## src/rtl/pc_fetch_unit.sv

```systemverilog
// pc_fetch_unit: single-outstanding instruction fetch with hold, halt and timeout/misalignment error
module pc_fetch_unit #(
  parameter logic [31:0] RESET_PC  = 32'h0000_0000,
  parameter logic [31:0] HALT_WORD = 32'hFFFF_FFFF,
  parameter int          TIMEOUT   = 16
) (
  input  logic        clk,
  input  logic        rst,
  input  logic [31:0] next_pc,
  input  logic        instr_ready,
  input  logic        imem_ack,
  input  logic [31:0] imem_rdata,
  output logic        imem_req,
  output logic [31:0] imem_addr,
  output logic [31:0] pc,
  output logic [31:0] pc_plus4,
  output logic [31:0] instr,
  output logic        instr_valid,
  output logic        halted,
  output logic        fetch_err
);
  typedef enum logic [2:0] {IDLE, REQ, HOLD, HALTED, ERR} state_t;
  state_t state, state_nx;
  logic [7:0] cnt;
  logic timeout_hit;
  assign timeout_hit = cnt == 8'(TIMEOUT - 1);
  assign imem_req    = state == REQ;
  assign instr_valid = state == HOLD;
  assign halted      = state == HALTED;
  assign fetch_err   = state == ERR;
  assign imem_addr   = pc;
  assign pc_plus4    = pc + 32'd4;
  // state register
  always_ff @(posedge clk) begin
    if (rst) state <= IDLE;
    else state <= state_nx;
  end
  // next state: misalignment is checked before the halt word
  always_comb begin
    state_nx = state;
    case (state)
      IDLE:    state_nx = REQ;
      REQ:     state_nx = imem_ack ? HOLD : timeout_hit ? ERR : REQ;
      HOLD:    state_nx = !instr_ready ? HOLD : next_pc[1:0] != 2'b00 ? ERR : instr == HALT_WORD ? HALTED : REQ;
      default: state_nx = state;
    endcase
  end
  // datapath: wait counter, instruction capture, pc advance on consume
  always_ff @(posedge clk) begin
    if (rst) begin
      pc    <= RESET_PC;
      instr <= '0;
      cnt   <= '0;
    end else begin
      if (state == REQ) cnt <= imem_ack ? '0 : cnt + 8'd1;
      if (state == REQ && imem_ack) instr <= imem_rdata;
      if (state == HOLD && state_nx == REQ) pc <= next_pc;
    end
  end
endmodule
```

## config.mk

```make
export PLATFORM = sky130hd
export DESIGN_NAME = pc_fetch_unit
export DESIGN_NICKNAME = d
export VERILOG_FILES = /design/src/rtl/pc_fetch_unit.sv
export SDC_FILE = /design/constraint.sdc
export NUM_CORES = 1
export LEC_CHECK = 0
export ABC_AREA = 1
export CAP_MARGIN = 20
export CELL_PAD_IN_SITES_DETAIL_PLACEMENT = 0
export CELL_PAD_IN_SITES_GLOBAL_PLACEMENT = 1
export CORE_ASPECT_RATIO = 0.8
export CORE_MARGIN = 5
export CORE_UTILIZATION = 30
export CTS_BUF_LIST = sky130_fd_sc_hd__clkbuf_8
export CTS_CLUSTER_DIAMETER = 40
export DETAILED_ROUTE_END_ITERATION = 6
export MAX_ROUTING_LAYER = met4
export PLACE_DENSITY = 0.95
export SYNTH_ARGS = -nofsm -noshare
export SYNTH_HDL_FRONTEND = slang
export SYNTH_SLANG_ARGS = --single-unit
```

## constraint.sdc

```tcl
create_clock -name clk -period 4.75 [get_ports clk]
set_input_delay 1.425 -clock clk [delete_from_list [all_inputs] [get_ports clk]]
set_output_delay 1.425 -clock clk [all_outputs]
set_load 0.02 [all_outputs]
```

Word level (Yosys, flattened, before mapping)

Index checks and enable logic that the tools add are counted.

Bits in registers: 75

Equal/unequal tests: 7
Reductions and logical operators: 4
Muxes and demuxes: 7
$add $sub $neg: 2

Operators with widths:

| kind                    | count |
|---|---|
| $add A32 B3 Y32 const B | 1 |
| $eq A32 B32 Y1 const B  | 1 |
| $mux W3                 | 4 |
| $pmux W3 S3             | 1 |
| $add A8 B1 Y8 const B   | 1 |
| $eq A8 B4 Y1 const B    | 1 |
| $mux W8                 | 1 |
| $eq A3 B1 Y1 const B    | 2 |
| $eq A3 B2 Y1 const B    | 2 |
| $eq A3 B3 Y1 const B    | 1 |
| $logic_not A3 Y1        | 1 |
| $logic_and A1 B1 Y1     | 2 |
| $mux W2                 | 1 |
| $reduce_bool A2 Y1      | 1 |

Logic depth before layout (Yosys ltp)

Word-level depth: 7
Gate-level depth with buffers: 12

Worst setup path after synthesis

OpenSTA, ideal clock, no wires.

Kind: flip-flop to output port
Start: register pc[3], in the netlist imem_addr[3]
End: output pc_plus4[26]
Buffers on the path: 0
Required time: 3.325 ns
Cell stages (with the launch flop): 11
Arrival time: 1.968 ns
Setup slack: 1.357 ns
Cells stage by stage: dfxtp_1 ha_1 nand2_1 nor3_2 nand2_2 nor2_4 nand2_2 nor2_4 nand2_2 nor2_2 xor2_1

Cells in the longest elaborated chain, start to end: 1

Ends and longest elaborated chain:

| what                     | RTL line | source |
|---|---|---|
| start: declaration       | 15       | `output logic [31:0] pc,` |
| start signal: assignment | 57       | `if (state == HOLD && state_nx == REQ) pc <= next_pc;` |
| $add A32 B3 Y32          | 32       | `assign pc_plus4 = pc + 32'd4;` |
| end: declaration         | 16       | `output logic [31:0] pc_plus4,` |

Every way passes these cells.

Final worst setup path

Same ends and word-level chain as after synthesis.

==> results.md <==
- Switching power: ~0.44 mW
- Post-Synthesis Cell Area: between 3000 and 4000 um^2
- Status: completed
- Crit path launch: imem_addr[3]
- Hold_ws: approximately 0.47 ns
- Combinational Power Share: about a fifth
- Core Util, Final: a little under half
- Vias: 3,893
- Hold_sp: cnt[7]
- Root Buffer: clkbuf_8
- Worst-Margin Slew: a little under 0.9 ns
- Post_cts resized: 0
- Row cnt: 37
- TNS Setup: 0 ns
- Vias per cell: 4.33
- Layout area overhead: 52.1%
- RSZ-0062 raised after global routing: no
- Power share of the clock group: between 30% and 40%
- Kind of critical path: reg2out
- Worst-case vdd ir drop: ~0.00014 V
- Avg Cell Area, Syn: 6.94 um^2
- Post-CTS setup buffers: 0
- I/O pins: 200
- Hold Vio Cnt, Final: 0
- CTS Sinks: 75
- Initial antenna violation count: 0
- H-tree depth: 3
- Die Footprint: between 15,000 and 20,000 um^2
- Number of flops mapped to enable cells by yosys: 0
- Crit path required time: approximately 3.3 ns
- Post-Syn Instances: roughly 560
- Fin crit period: 4.32 ns
- Post-route cell area: 5930 um^2
- DP Area: between 5000 and 6000 um^2
- Syn nets: around 630
- Initial Utilization: a little under a third
- Final Max Tran Viols: 0
- Overall Global Routing Usage: between 10% and 20%
- First-pass GRT wire length: approximately 19,000 um
- Placeable Area: about 13,000 um^2
- CP startpoint kind: flip-flop
- Max Cap Violations: 0
- Port Buffers: just under 200
- Min-delay worst type: reg2reg
- Area share of the largest cell type after synthesis: around two fifths
- Worst skew pair latency: around 0.35 ns
- Setup-failing EPs final: 0
- Vias in the first global route: between 3,000 and 4,000
- Final Skew: roughly 0.0099 ns
- Internal: 1.02 mW
- Leak pwr: 2.43 nW
- GRT overflow: 0
- Power per cell area: about 250 nW/um^2
- Initial DRC count: between 100 and 150
- Detailed-placement wirelength estimate: approximately 9000 um
- Largest net degree at the start of global routing: 63
- Top cells by area, synth: dfxtp_1 39%, nor2_1 15%, nand2_1 11%, buf_4 6.5%, xor2_1 6.3%
- CTS Hold Bufs: 0
- ANT nets after route: 0
- Critical path data arrival time: 2.90 ns
- Yosys warns: 0
- CTS tree: built
- Detailed-route wire length per cell: around 13 um
- Relative slew slack: 42.0%
- Die outline width: about 140 um
- Cell taking the most area after synthesis: dfxtp_1
- Seq pwr share: between 40 and 50%
- Filler Cells Inserted: between 1,000 and 1,500
- Share of synthesized flip-flops with an asynchronous set or reset: 0%
- Nets@finish: slightly below 800
- # DRC: 0
- Synthesized flop and latch total: 75
- Clk slew on worst S/H paths: about 0.08 ns
- Layout cells sized above 1: 5.79%
- Peak Freq: 0.231 GHz
- Sequential fraction of the synthesis area: 38.5%
- Crit. End Element: primary output
- Synth unique cells: 31
- Switching share of power: between 30% and 40%
- First drt pass iteration count: 5
- Die Y: ~110 um
- Period utilisation layout: approximately 91%
- Total wire length: 11,900 um
- Reg-to-reg critical path startpoint: state[0]
- RD Place Congestion: approximately 0.8
- CTS Buf Count: 9
- ANT cells: 0
- Dominant synthesized flop cell: dfxtp_1
- CP Max Fanout: 5
- Maximum buffer depth of the clock tree: 2
-- power by group through the flow --
| stage | logic, mW | clock network, mW | registers, mW |
|---|---|---|---|
| 3_3_place_gp | 0.293 | 0 | 0.710 |
| 4_1_cts | 0.294 | 0.491 | 0.696 |
| 3_5_place_dp | 0.293 | 0 | 0.709 |
| 5_1_grt | 0.315 | 0.518 | 0.702 |
| 6_report | 0.291 | 0.466 | 0.696 |
| 2_1_floorplan | 0.101 | 0 | 0.744 |
-- worst paths after layout --
kind / end / slack (ns) / cells after the start
setup / recovery: pc_plus4[26] / 0.43 / 11
hold / removal: cnt[7] / 0.47 / 1
setup reg to reg: imem_addr[17] / 2.00 / 9
hold reg to reg: cnt[7] / 0.47 / 1
-- per-stage QoR --
stage                     power [mW]  setup slack [ns]  instances
final                           1.45             0.427        900
after global routing            1.53             0.206        900
after CTS                       1.48             0.384        900
after detailed placement        1.00             0.735        884
after global placement          1.00             0.767        884
after floorplan                0.845              1.36        562
-- metal layers --
metal  track usage (%)  routed length [um]  up-vias
li1                  -                   -     2025
met1              20.6                5430     1711
met2              23.3                5240      135
met3              4.88                1020       22
met4              4.85                 248        0
met5                 -                   0        -
-- flip-flops by register name (all words and copies together), names as in the netlist --
signal,cells
cnt,8
imem_addr,32
instr,32
state,3
-- area by class of cell --
type,count,area (um^2),area share [%]
Clock inverter,6,46.3,0.781
Inverter,46,173,2.91
Multi-Input combinational cell,388,1850,31.2
Timing Repair Buffer,200,2000,33.7
Clock buffer,10,138,2.32
Tap cell,175,219,3.69
Sequential cell,75,1500,25.3
-- worst max-delay path, cell delays in order, from the launching register on --
cell and delay (ns):
dfxtp_1 0.45, ha_1 0.23, nand2_1 0.09, nor3_2 0.24, nand2_2 0.15, nor2_4 0.16, nand2_2 0.10, nor2_4 0.16
nand2_2 0.10, nor2_2 0.10, xor2_1 0.14, clkdlybuf4s50_1 0.64
-- Yosys cell counts (4+ instances only) --
library cell  number
a21oi_1            5
buf_4             34
buf_6              6
clkbuf_1          12
dfxtp_1           75
inv_1             40
inv_2              5
nand2_1          110
nand2_2            4
nand3_1            7
nand4_1            8
nor2_1           154
nor2_2             6
nor3_1             8
nor4_1             6
o21ai_0           36
xor2_1            28
-- logic make-up after synthesis --
| group | Yosys count | share of synthesized area [%] |
|---|---|---|
| AOI/OAI and AO/OA | 47 | 6.32 |
| and+or+nand+nor | 311 | 34.3 |
| buffers and inverters | 99 | 14.0 |
| xor gates and xnor gates | 28 | 6.29 |
| DFF | 75 | 38.5 |
| adders and majority gates | 2 | 0.642 |
-- layout by cell type (no fill, tap or decap), types with 8 or more instances in the layout --
cell	count
nor2_1	154
clkdlybuf4s50_1	199
dfxtp_1	75
xor2_1	28
nor3_1	8
nand4_1	8
inv_1	40
clkbuf_8	10
o21ai_0	36
nand2_1	110
Power figures use the tool's default switching activity.
